**src/rtl/core_sequencer_if.sv**
```systemverilog
// core_sequencer_if: instruction-fetch and data-access req/ack bus between sequencer and memories.
interface core_sequencer_if;
    logic        o_imem_req;
    logic [31:0] o_imem_addr;
    logic        i_imem_ack;
    logic [31:0] i_imem_rdata;
    logic        o_dmem_req;
    logic        i_dmem_ack;
    modport master (
        output o_imem_req, o_imem_addr, o_dmem_req,
        input  i_imem_ack, i_imem_rdata, i_dmem_ack
    );
    modport slave (
        input  o_imem_req, o_imem_addr, o_dmem_req,
        output i_imem_ack, i_imem_rdata, i_dmem_ack
    );
endinterface

```
**src/rtl/core_sequencer.sv**
```systemverilog
// core_sequencer: multi-cycle RV32I control FSM (fetch/decode/execute/memory/writeback, sticky trap).
// Defining SEQ_PERF_COUNTERS_EN adds the o_cycle/o_instret performance counters.
module core_sequencer #(
    parameter logic [31:0] RESET_PC    = 32'h80000000,
    parameter int          BUS_TIMEOUT = 255
) (
    input  logic             i_clk,
    input  logic             i_rst,
    core_sequencer_if.master io_bus,
    output logic [31:0]      o_opcode,
    output logic [31:0]      o_pc,
    input  logic             i_illegal_instruction,
    input  logic             i_en_jump,
    input  logic [31:0]      i_jump_addr,
    input  logic             i_mem_op,
    output logic             o_rf_we,
    output logic             o_trap,
    output logic [1:0]       o_trap_cause
`ifdef SEQ_PERF_COUNTERS_EN
    ,
    output logic [63:0]      o_cycle,
    output logic [63:0]      o_instret
`endif
);
    typedef enum logic [2:0] {S_FETCH, S_DECODE, S_EXECUTE, S_MEMORY, S_WRITEBACK, S_TRAP} state_t;
    state_t      r_state;
    logic        r_imem_req, r_dmem_req, r_rf_we, r_trap;
    logic [1:0]  r_trap_cause;
    logic [31:0] r_pc, r_opcode;
    logic [15:0] r_tmo;
    logic        w_tmo_hit, w_misaligned;
    logic [31:0] w_pc_next;
    // The cycle that would make the wait count reach BUS_TIMEOUT traps instead of counting.
    assign w_tmo_hit    = r_tmo == 16'(BUS_TIMEOUT - 1);
    assign w_misaligned = i_en_jump && (i_jump_addr[1:0] != 2'b00);
    assign w_pc_next    = i_en_jump ? i_jump_addr : r_pc + 32'd4;
    always_ff @(posedge i_clk) begin
        if (i_rst) begin
            r_state      <= S_FETCH;
            r_pc         <= RESET_PC;
            r_opcode     <= 32'h00000013;
            r_imem_req   <= 1'b0;
            r_dmem_req   <= 1'b0;
            r_rf_we      <= 1'b0;
            r_trap       <= 1'b0;
            r_trap_cause <= 2'd0;
            r_tmo        <= 16'd0;
        end else begin
            r_rf_we <= 1'b0;
            case (r_state)
                S_FETCH: begin
                    if (r_imem_req && io_bus.i_imem_ack) begin
                        r_opcode   <= io_bus.i_imem_rdata;
                        r_imem_req <= 1'b0;
                        r_state    <= S_DECODE;
                    end else if (r_imem_req && w_tmo_hit) begin
                        r_imem_req   <= 1'b0;
                        r_trap       <= 1'b1;
                        r_trap_cause <= 2'd2;
                        r_state      <= S_TRAP;
                    end else if (r_imem_req) begin
                        r_tmo <= r_tmo + 16'd1;
                    end else begin
                        r_imem_req <= 1'b1;
                    end
                end
                S_DECODE: begin
                    if (i_illegal_instruction) begin
                        r_trap       <= 1'b1;
                        r_trap_cause <= 2'd0;
                        r_state      <= S_TRAP;
                    end else begin
                        r_state <= S_EXECUTE;
                    end
                end
                S_EXECUTE: begin
                    if (i_mem_op) begin
                        r_dmem_req <= 1'b1;
                        r_tmo      <= 16'd0;
                        r_state    <= S_MEMORY;
                    end else begin
                        r_rf_we <= 1'b1;
                        r_state <= S_WRITEBACK;
                    end
                end
                S_MEMORY: begin
                    if (io_bus.i_dmem_ack) begin
                        r_dmem_req <= 1'b0;
                        r_rf_we    <= 1'b1;
                        r_state    <= S_WRITEBACK;
                    end else if (w_tmo_hit) begin
                        r_dmem_req   <= 1'b0;
                        r_trap       <= 1'b1;
                        r_trap_cause <= 2'd2;
                        r_state      <= S_TRAP;
                    end else begin
                        r_tmo <= r_tmo + 16'd1;
                    end
                end
                S_WRITEBACK: begin
                    if (w_misaligned) begin
                        r_trap       <= 1'b1;
                        r_trap_cause <= 2'd1;
                        r_state      <= S_TRAP;
                    end else begin
                        r_pc       <= w_pc_next;
                        r_imem_req <= 1'b1;
                        r_tmo      <= 16'd0;
                        r_state    <= S_FETCH;
                    end
                end
                S_TRAP: r_state <= S_TRAP;
                default: r_state <= S_FETCH;
            endcase
        end
    end
    assign io_bus.o_imem_req  = r_imem_req;
    assign io_bus.o_imem_addr = r_pc;
    assign io_bus.o_dmem_req  = r_dmem_req;
    assign o_opcode           = r_opcode;
    assign o_pc               = r_pc;
    assign o_rf_we            = r_rf_we;
    assign o_trap             = r_trap;
    assign o_trap_cause       = r_trap_cause;
`ifdef SEQ_PERF_COUNTERS_EN
    logic [63:0] r_cycle, r_instret;
    always_ff @(posedge i_clk) begin
        if (i_rst) begin
            r_cycle   <= 64'd0;
            r_instret <= 64'd0;
        end else begin
            if (r_state != S_TRAP) r_cycle <= r_cycle + 64'd1;
            if (r_state == S_WRITEBACK && !w_misaligned) r_instret <= r_instret + 64'd1;
        end
    end
    assign o_cycle   = r_cycle;
    assign o_instret = r_instret;
`endif
endmodule

```
**src/flat_wrapper.sv**
```systemverilog
// flat-port wrapper written by rule: the top's interface ports become plain ports
module core_sequencer_flat 
#(
    parameter logic [31:0] RESET_PC    = 32'h80000000,
    parameter int          BUS_TIMEOUT = 255
)
  (i_clk, i_rst, o_opcode, o_pc, i_illegal_instruction, i_en_jump, i_jump_addr, i_mem_op, o_rf_we, o_trap, o_trap_cause, io_bus_o_imem_req, io_bus_o_imem_addr, io_bus_o_dmem_req, io_bus_i_imem_ack, io_bus_i_imem_rdata, io_bus_i_dmem_ack);
  core_sequencer_if io_bus_i ();
  input  logic i_clk;
  input  logic i_rst;
  output logic [31:0] o_opcode;
  output logic [31:0] o_pc;
  input  logic i_illegal_instruction;
  input  logic i_en_jump;
  input  logic [31:0] i_jump_addr;
  input  logic i_mem_op;
  output logic o_rf_we;
  output logic o_trap;
  output logic [1:0] o_trap_cause;
  output wire logic [$bits(io_bus_i.o_imem_req)-1:0] io_bus_o_imem_req;
  output wire logic [$bits(io_bus_i.o_imem_addr)-1:0] io_bus_o_imem_addr;
  output wire logic [$bits(io_bus_i.o_dmem_req)-1:0] io_bus_o_dmem_req;
  input wire logic [$bits(io_bus_i.i_imem_ack)-1:0] io_bus_i_imem_ack;
  input wire logic [$bits(io_bus_i.i_imem_rdata)-1:0] io_bus_i_imem_rdata;
  input wire logic [$bits(io_bus_i.i_dmem_ack)-1:0] io_bus_i_dmem_ack;
  assign io_bus_o_imem_req = io_bus_i.o_imem_req;
  assign io_bus_o_imem_addr = io_bus_i.o_imem_addr;
  assign io_bus_o_dmem_req = io_bus_i.o_dmem_req;
  assign io_bus_i.i_imem_ack = io_bus_i_imem_ack;
  assign io_bus_i.i_imem_rdata = io_bus_i_imem_rdata;
  assign io_bus_i.i_dmem_ack = io_bus_i_dmem_ack;
  core_sequencer #(.RESET_PC(RESET_PC), .BUS_TIMEOUT(BUS_TIMEOUT)) u_core (.i_clk(i_clk), .i_rst(i_rst), .io_bus(io_bus_i), .o_opcode(o_opcode), .o_pc(o_pc), .i_illegal_instruction(i_illegal_instruction), .i_en_jump(i_en_jump), .i_jump_addr(i_jump_addr), .i_mem_op(i_mem_op), .o_rf_we(o_rf_we), .o_trap(o_trap), .o_trap_cause(o_trap_cause));
endmodule
```
**config.mk**
```make
export PLATFORM = sky130hd
export DESIGN_NAME = core_sequencer_flat
export DESIGN_NICKNAME = d
export VERILOG_FILES = /design/src/rtl/core_sequencer_if.sv /design/src/rtl/core_sequencer.sv /design/src/flat_wrapper.sv
export SDC_FILE = /design/constraint.sdc
export NUM_CORES = 1
export LEC_CHECK = 0
export CAP_MARGIN = 20
export CORE_AREA = 2 2 75 148
export CTS_BUF_LIST = sky130_fd_sc_hd__clkbuf_16
export DETAILED_ROUTE_END_ITERATION = 8
export DIE_AREA = 0 0 77 150
export GPL_TIMING_DRIVEN = 0
export PLACE_DENSITY = 0.92
export SKIP_LAST_GASP = 1
export SYNTH_ARGS = -nofsm -noshare
export SYNTH_HDL_FRONTEND = slang
export SYNTH_SLANG_ARGS = --single-unit
```
**constraint.sdc**
```tcl
create_clock -name i_clk -period 3.36 [get_ports i_clk]
set_input_delay 0.336 -clock i_clk [delete_from_list [all_inputs] [get_ports i_clk]]
set_output_delay 0.336 -clock i_clk [all_outputs]
set_load 0.03 [all_outputs]
```
Yosys cells after proc, flatten, opt, wreduce, memory -nomap -nowiden
Index checks and enable logic that the tools add are counted.
- reduce and logical (&&, ||, !) cells: 16
- equal/unequal tests: 19
- bitwise operators: 1
- add/subtract/negate cells: 2
- mux-type cells: 42
- operators by type and width (kind ; number):
    two-way mux 16 bit ; 7
    case mux 16 bit (4 select lines) ; 1
    adder 32 x 3 -> 32 bit (second input constant) ; 1
    two-way mux 32 bit ; 1
    two-way mux 3 bit ; 7
    case mux 3 bit (6 select lines) ; 1
    adder 16 x 1 -> 16 bit (second input constant) ; 1
    == test 16 x 8 -> 1 bit (second input constant) ; 1
    two-way mux 1 bit ; 14
    inequality test 2 bit (second input constant) ; 7
    two-way mux 2 bit ; 6
    inequality test 2 x 1 -> 1 bit (second input constant) ; 4
    case mux 2 bit (4 select lines) ; 1
    AND reduction 2 bit ; 4
    AND reduction 8 bit ; 1
    nonzero test 4 bit ; 2
    AND reduction 7 bit ; 1
    == test 3 x 2 -> 1 bit (second input constant) ; 2
    == test 3 bit (second input constant) ; 2
    case mux 1 bit (2 select lines) ; 3
    nonzero test 2 bit ; 3
    case mux 1 bit (4 select lines) ; 1
    == test 3 x 1 -> 1 bit (second input constant) ; 1
    logical AND 1 bit ; 3
    5 further kinds ; 5
- word-level logic and storage cells: 89
- bits in registers: 89
- output and inout bits: 102
- bits of input ports: 71

Depth between registers and ports, before layout
Gate-level depths: netlist of run 1.
- depth after elaboration: 5
- gate-level depth with buffers: 9

Worst setup path after synthesis of run 1
No wires, ideal clock.
- path type: reg-to-reg
- from: register u_core.r_pc[2] (netlist: u_core.io_bus.o_imem_addr[2])
- to: register u_core.r_pc[28] (netlist: u_core.io_bus.o_imem_addr[28])
- arrival time: 2.090 ns
- data required time: 3.286 ns
- library setup time: 0.074 ns
- period minus slack after synthesis: 2.164 ns
- setup slack: 1.196 ns
- path buffers: 0
- cell stages (with the launch flop): 7
- path through: dfxtp_1 > ha_1 > nand4_1 > nor3_2 > nand3_1 > or3_1 > a31oi_1
- word-level cells in the longest chain between the ends: 2
- ends and longest elaborated chain (item ; line ; RTL):
    start: declaration ; core_sequencer.sv:29 ; logic [31:0] r_pc, r_opcode;
    start signal: assignment ; core_sequencer.sv:106 ; r_pc <= w_pc_next;
    adder 32 x 3 -> 32 bit ; core_sequencer.sv:36 ; assign w_pc_next = i_en_jump ? i_jump_addr : r_pc + 32'd4;
    two-way mux 32 bit ; core_sequencer.sv:36 ;
Every way passes these cells.
A chain may end at the register's enable or synchronous reset.

Final worst setup path of run 1
Same ends and word-level chain as after synthesis.

==> results of run 1 <==
==> final timing paths <==
| kind | cells past startpoint | to | start |
|---|---|---|---|
| max | 6 | u_core.io_bus.o_imem_addr[28]$_SDFFE_PP0P_ | u_core.io_bus.o_imem_addr[2]$_SDFFE_PP0P_ |
| min reg2reg | 2 | u_core.o_opcode[16]$_SDFFE_PP0P_ | u_core.o_opcode[16]$_SDFFE_PP0P_ |
| max reg2reg | 6 | u_core.io_bus.o_imem_addr[28]$_SDFFE_PP0P_ | u_core.io_bus.o_imem_addr[2]$_SDFFE_PP0P_ |
| min | 4 | u_core.o_trap_cause[0]$_SDFFE_PP0P_ | i_en_jump |
==> power groups by stage <==
stage | Clock (W) | Sequential, W | Combinational (W)
after floorplan | 0 | 0.00160 | 0.00100
after global placement | 0 | 0.00137 | 0.00192
after detailed placement | 0 | 0.00138 | 0.00194
after CTS | 0.00104 | 0.00136 | 0.00195
after global routing | 0.00109 | 0.00138 | 0.00209
final | 0.00104 | 0.00137 | 0.00197
==> cells in the mapped netlist, types with 3 or more instances <==
cell / count
a311oi_1: 3
nor2b_1: 6
o21bai_1: 3
nor3_1: 15
or3_1: 5
a22o_1: 3
nand2b_1: 7
clkbuf_1: 26
and2_1: 3
o21ai_0: 27
ha_1: 3
a22oi_1: 5
or4_1: 11
nand4_1: 10
o21a_1: 5
dfxtp_1: 89
o31ai_1: 16
and3_1: 15
a32o_1: 3
inv_1: 9
buf_4: 33
buf_2: 11
nor2_1: 26
a211oi_1: 8
nand2_1: 113
o41ai_1: 3
mux2i_1: 11
a21oi_1: 59
nor4_1: 6
buf_6: 6
a31oi_1: 9
and4_1: 10
nand3_1: 23
==> flip-flops by register name, indices dropped and copies added (netlist names) <==
name / count
u_core.o_trap_cause: 2
u_core.o_opcode: 32
u_core.r_tmo: 16
u_core.o_trap: 1
u_core.r_state: 3
u_core.o_rf_we: 1
u_core.io_bus.o_imem_req: 1
u_core.io_bus.o_dmem_req: 1
u_core.io_bus.o_imem_addr: 32
==> layout make-up <==
class	instances	area (um^2)
Clock inverter	7	76.3
Multi-Input combinational cell	449	2660
Timing Repair Buffer	171	1710
Buffer	78	477
Inverter	9	33.8
Clock buffer	9	225
Tap cell	137	171
Fill cell	841	3340
Sequential cell	89	1780
==> cell families after synthesis <==
kind of cell | Yosys count | share of synthesized area
DFF | 89 | 0.360
buffers and inverters | 87 | 0.103
muxes | 11 | 0.0222
AOI/OAI and AO/OA | 171 | 0.235
and+or+nand+nor | 262 | 0.269
adders and majority gates | 3 | 0.00758
xor gates and xnor gates | 2 | 0.00354
==> stage by stage <==
step                      instances  hold slack (ns)  utilization
after global routing            949            0.462        0.681
final                           949            0.419        0.681
after floorplan                 625            0.447            -
after global placement          933            0.441        0.652
after CTS                       949            0.421        0.681
after detailed placement        933            0.446        0.652
==> cell usage in the layout (no fill, tap or decap), drive strengths merged, types with 5 or more instances in the layout <==
cell and count:
a22oi 5, nand4 10, nor2 26, a31oi 9
and3 15, inv 13, o21ai 28, nand3 23
nor2b 6, o31ai 16, o21a 6, clkbuf 36
or4 11, nand2 113, a21oi 59, nor4 8
mux2i 11, dfxtp 89, nor3 17, or3 5
a211oi 8, buf 51, clkdlybuf4s50 171, nand2b 7
and4 10
==> routing by layer <==
layer  share of wire  global-route usage  vias to the layer above
li1                -                   -                     2606
met1            0.31               0.292                     2684
met2            0.54               0.589                      385
met3           0.074              0.0615                      129
met4           0.076               0.239                        0
met5               0                   0                        -
==> worst max-delay path: stages, from the launching register on <==
cell	delay [ns]
dfxtp_1	0.48
ha_1	0.34
nand4_1	0.31
nor3_2	0.51
nand3_1	0.26
or3_1	0.43
a31oi_1	0.23
==> impl_metrics.toml, run 1 <==
[global_route]
grt_pass1_vias = 5758
grt-ovfl-total = 0
grt_pass1_wl_mm = 28.6
antenna_found_initial = 0
grt_max_degree = 17
grt_usage = 0.314

[power_and_ir_drop]
p_per_area_mw_per_mm2 = 614
pwr-share-comb = 0.450
p_seq_frac = 0.312
ir_worst_vdd_uv = 347
p_clk_frac = 0.238
p_int_w = 0.00258
p_leak_nw = 2.51
p_total_w = 0.00438
p_sw_frac = 0.410
power.switching_w = 0.00180

[synthesis]
synth_top_area_share = 0.360
ys_types = 65
avgSynthCellArea_um2 = 7.92
synth_edf_count = 0
synthesis.nets = 699
yosys.area.top_type = "dfxtp_1"
synth_seq_cells = 89
async_flop_share = 0
yosys_warnings = 0
synth-main-ff-cell = "dfxtp_1"
synthCells = 625
syn_area_mm2 = 0.00495
synth-seq-area-share = 0.360
synth_area_leaders = "dfxtp_1, nand2_1, a21oi_1"

[floorplan]
io_pins = 173
core-area_mm2 = 0.0105
die_y_um = 150
fp-row-count = 53
dieArea_mm2 = 0.0116
die_x_um = 77
start_util = 0.473

[worst_setup_path]
crit_required_ns = 3.63
path_max_fanout = 8
regToRegSetupSlack_ns = 0.71
crit_path_start_kind = "register"
worstSetupPathType = "register to register"
arrival_ns = 2.92
endpoint_kind = "register"

[sta]
final_max_slew_viol_count = 0
clock.fmax_mhz = 377
setup_violations = 0
rsz0062_at_grt = "false"
finalCritPeriodShare = 0.789
layout_setup_ws_ns = 0.708
max_slew_margin = 0.468
period_needed_ns = 2.65
finClkSkew_ns = 0.0132
tns_ns = 0
hold_violations = 0
tightest_slew_ns = 0.795

[detailed_routing]
initialDrtViolationCount = 535
viasPerCell = 6.12
drc_errors = 0
routedWlPerCell_um = 19.3
drt_pass1_iterations = 5
ant_nets = 0
via_count = 5804
routed_wirelength_mm = 18.3

[placement]
routabilityCongestion = 1.02
post-dp-hpwl_mm = 14.0
dp_slack_ns = 0.767
port_buffers = 171
post_dp_cell_area_mm2 = 0.00684

[cts]
post_cts_resized = 0
htree_num_levels = 3
clk_pin_slew_ns = 0.07
clockRootBuffer = "clkbuf_16"
hold_buffers = 0
cts_tree = "done"
postCtsSetupRepairBufs = 0
clockBufferDepth = 2
cts.sinks = 89
numCtsBuffers = 9
clock_latency_ns = 0.36

[job]
cap_violations = 0

[cells_and_area]
fin_area_mm2 = 0.00714
area_delta_synth_final_pct = 44.1
layout-drive-gt1-share = 0.0973
layout.nets = 881
n_antenna_cell = 0

[run_status]
status = "finished, final reports clean"

[worst_hold_path]
worstHoldPathType = "input port to register"
(Power assumes the default switching activity.)
==> inputs of run 2 (changes only) <==
Settings changed: CORE_AREA 2 2 75 148 to 2 2 81 161, DIE_AREA 0 0 77 150 to 0 0 83 163, PLACE_DENSITY 0.92 to 0.83.
Clock period 3.36 ns to 2.35 ns, I/O delays scaled along.
==> impl_metrics.toml, run 2 (synthesized netlist as in run 1, its figures left out) <==
[sta]
clock.fmax_mhz = 459
rsz0062_at_grt = "false"
period_needed_ns = 2.18
final_max_slew_viol_count = 0
hold_violations = 0
finClkSkew_ns = 0.0129
finalCritPeriodShare = 0.928
tightest_slew_ns = 0.802
whs_ns = 0.312
max_slew_margin = 0.463
setup_violations = 0
layout_setup_ws_ns = 0.170

[detailed_routing]
viasPerCell = 5.79
routedWlPerCell_um = 17.5
drc_errors = 0
ant_nets = 0
via_count = 5592
drt_pass1_iterations = 5
initialDrtViolationCount = 473
routed_wirelength_mm = 16.9

[global_route]
grt_pass1_vias = 5274
antenna_found_initial = 0
grt_usage = 0.242
grt_max_degree = 17
grt_pass1_wl_mm = 26.6
grt-ovfl-total = 0

[worst_setup_path]
arrival_ns = 2.45
path_max_fanout = 8
regToRegSetupSlack_ns = 0.17
crit_required_ns = 2.62
worstSetupPathType = "register to register"
crit_path_start_kind = "register"
endpoint_kind = "register"
r2r_cells = 6

[placement]
port_buffers = 171
post-dp-hpwl_mm = 12.4
routabilityCongestion = 0.968
post_dp_cell_area_mm2 = 0.00685
dp_slack_ns = -0.113

[floorplan]
fp-row-count = 58
die_y_um = 163
start_util = 0.399
dieArea_mm2 = 0.0135
core-area_mm2 = 0.0124
die_x_um = 83
io_pins = 173

[cells_and_area]
n_antenna_cell = 0
layout-drive-gt1-share = 0.107
fin_area_mm2 = 0.00723
area_delta_synth_final_pct = 45.9
final_common_cell = "clkdlybuf4s50_1"
regArea_mm2 = 0.00178
layout.nets = 884
final_cell_mix = "clkdlybuf4s50_1, nand2_1, dfxtp_1"
nFillCells = 1069
multi_input_area_mm2 = 0.00268

[cts]
clockBufferDepth = 2
numCtsBuffers = 9
cts_tree = "done"
clock_latency_ns = 0.35
clk_pin_slew_ns = 0.07
cts.sinks = 89
clockRootBuffer = "clkbuf_16"
htree_num_levels = 3

[job]
cap_violations = 0

[power_and_ir_drop]
p_per_area_mw_per_mm2 = 882
p_leak_nw = 2.56
ir_worst_vdd_uv = 626

[worst_hold_path]
worstHoldPathType = "input port to register"
hold_depth = 4

[run_status]
status = "finished, final reports clean"
run 2: power breakdown:
part           switching [W]  total (W)  internal, W
clock               0.000663    0.00161     0.000944
sequential          0.000210    0.00194      0.00173
combinational        0.00166    0.00283      0.00117
run 2: timing repair:
action | CTS | global route
pin swaps | 2 | 3
gates resized for setup | 2 | 6
setup buffers | 1 | 2
setup endpoints to repair | 7 | 18
hold buffers | 0 | 0
cloned | 0 | 0
run 2: cell type report:
class	count	area share
buffer	78	0.0661
clock buffer	9	0.0312
clock inverter	7	0.0140
inverter	9	0.00467
multi-input combinational	449	0.371
sequential	89	0.247
tap	150	0.0260
timing repair buffer	174	0.240
run 2: metal layers:
metal	vias up	GRT usage	share of wire
met5	-	0	0
met1	2601	0.280	0.38
met4	0	0.0872	0.028
met2	323	0.432	0.50
met3	48	0.0568	0.092
li1	2620	-	-
run 2: path summary, 6_finish.rpt:
path,end,from
max,u_core.io_bus.o_imem_addr[28]$_SDFFE_PP0P_,u_core.io_bus.o_imem_addr[2]$_SDFFE_PP0P_
min,u_core.io_bus.o_imem_addr[22]$_SDFFE_PP0P_,i_en_jump
max reg2reg,u_core.io_bus.o_imem_addr[28]$_SDFFE_PP0P_,u_core.io_bus.o_imem_addr[2]$_SDFFE_PP0P_
min reg2reg,u_core.o_opcode[23]$_SDFFE_PP0P_,u_core.o_opcode[23]$_SDFFE_PP0P_
run 2: worst max-delay path, cell delays in order, from the launching register on:
cell,delay (ns)
dfxtp_2,0.41
ha_2,0.26
nand4_1,0.22
nor3_4,0.39
nand3_1,0.23
or3_1,0.42
a31oi_1,0.17
run 2: per-stage QoR:
stage                     std cells  power [W]   util  TNS [ns]
final                           965    0.00637  0.582         0
after CTS                       963    0.00637  0.580         0
after floorplan                 625    0.00372      -         0
after global routing            965    0.00667  0.582         0
after global placement          946    0.00468  0.552    -0.487
after detailed placement        946    0.00473  0.552    -0.525
==> inputs of run 3 (changes only) <==
Settings changed: CORE_AREA 2 2 81 161 to 2 2 80 159, CTS_BUF_LIST sky130_fd_sc_hd__clkbuf_16 to sky130_fd_sc_hd__clkbuf_2 sky130_fd_sc_hd__clkbuf_4 sky130_fd_sc_hd__clkbuf_8, DIE_AREA 0 0 83 163 to 0 0 82 161, PLACE_DENSITY 0.83 to 0.85.
==> impl_metrics.toml, run 3 (synthesized netlist as in run 1, its figures left out) <==
[run_status]
status = "finished, final reports clean"

[cells_and_area]
multi_input_area_mm2 = 0.00269
area_delta_synth_final_pct = 43.5
final_common_cell = "clkdlybuf4s50_1"
final_cell_mix = "clkdlybuf4s50_1, nand2_1, dfxtp_1"
n_antenna_cell = 0
nFillCells = 1068
layout.nets = 884
layout-drive-gt1-share = 0.107
regArea_mm2 = 0.00178

[worst_setup_path]
crit_path_start_kind = "register"
path_max_fanout = 7
arrival_ns = 2.53
worstSetupPathType = "register to register"
reg2reg_from = "u_core.io_bus.o_imem_addr[3]$_SDFFE_PP0P_"
regToRegSetupSlack_ns = 0.11
endpoint_kind = "register"
crit_required_ns = 2.65
setup.worst_path.start = "u_core.io_bus.o_imem_addr[3]$_SDFFE_PP0P_"

[placement]
post-dp-hpwl_mm = 12.5
port_buffers = 171
routabilityCongestion = 0.925
dp_slack_ns = -0.144

[sta]
period_needed_ns = 2.24
finalCritPeriodShare = 0.952
layout_setup_ws_ns = 0.113
hold_violations = 0
final_max_slew_viol_count = 0
clock.fmax_mhz = 447
max_slew_margin = 0.466
whs_ns = 0.301
tightest_slew_ns = 0.797
finClkSkew_ns = 0.0119
setup_violations = 0
rsz0062_at_grt = "true"

[cts]
clk_pin_slew_ns = 0.09
cts.sinks = 89
hold_buffers = 0
clockRootBuffer = "clkbuf_8"
clock_latency_ns = 0.37
clockBufferDepth = 2
cts_tree = "done"
numCtsBuffers = 9
htree_num_levels = 3

[worst_hold_path]
min-delay-start = "i_en_jump"
worstHoldPathType = "input port to register"

[global_route]
grt_usage = 0.257
antenna_found_initial = 0
grt-ovfl-total = 0
grt_max_degree = 16
grt_pass1_wl_mm = 26.7
grt_pass1_vias = 5423

[floorplan]
die_x_um = 82
dieArea_mm2 = 0.0132
fp-row-count = 57
die_y_um = 161
start_util = 0.413
core-area_mm2 = 0.0120
io_pins = 173

[detailed_routing]
ant_nets = 0
drt_pass1_iterations = 5
routed_wirelength_mm = 17.0
drc_errors = 0
routedWlPerCell_um = 17.7
viasPerCell = 5.85
initialDrtViolationCount = 515
via_count = 5628

[power_and_ir_drop]
ir_worst_vdd_uv = 738
p_per_area_mw_per_mm2 = 830
p_leak_nw = 2.50

[job]
cap_violations = 0
## run 3: area by class of cell
cell class,count,share of cell area
repair buffers,174,0.244
flip-flops and latches,89,0.251
clock inverters,5,0.00880
multi-input cells,449,0.378
clock buffers,11,0.0204
well taps,147,0.0259
inverters,9,0.00475
plain buffers,78,0.0673
## run 3: power breakdown
group / leakage (nW) / internal (W) / switching (W)
registers: 0.722 / 0.00172 / 0.000222
logic: 1.68 / 0.00116 / 0.00166
clock network: 0.0996 / 0.000539 / 0.000592
total: 2.50 / 0.00342 / 0.00248
## run 3: timing repair
action / 4_1_cts / 5_1_grt
cloned: 0 / 0
setup endpoints to repair: 2 / 19
pin swaps: 2 / 2
buffers inserted: 1 / 2
gates resized for setup: 2 / 5
## run 3: routing by layer
metal / vias to the layer above / share of wire / global-route usage
li1: 2621 / - / -
met1: 2569 / 0.37 / 0.301
met2: 377 / 0.49 / 0.425
met3: 61 / 0.11 / 0.0665
met4: 0 / 0.042 / 0.123
met5: - / 0 / 0
## run 3: stage by stage
stage          total power, W  cell area (um^2)  setup TNS, ns   util  std cells
2_1_floorplan         0.00372              4950              0      -        625
6_report              0.00590              7110              0  0.593        962
3_5_place_dp          0.00473              6850         -0.527  0.572        943
5_1_grt               0.00620              7110              0  0.593        962
4_1_cts               0.00588              7080              0  0.591        960
3_3_place_gp          0.00468              6850         -0.254  0.572        943
## run 3: final timing paths
path / end / depth (start not counted)
worst max-delay path: u_core.io_bus.o_imem_addr[28]$_SDFFE_PP0P_ / 6
worst min-delay path: u_core.io_bus.o_imem_addr[28]$_SDFFE_PP0P_ / 4
worst max register to register: u_core.io_bus.o_imem_addr[28]$_SDFFE_PP0P_ / 6
worst min register to register: u_core.o_opcode[21]$_SDFFE_PP0P_ / 2
## run 3: critical path, cell delays in order (launching register included)
cell     delay, ns
dfxtp_1       0.45
ha_1          0.31
nand4_1       0.23
nor3_4        0.36
nand3_1       0.23
or3_1         0.43
a31oi_1       0.16
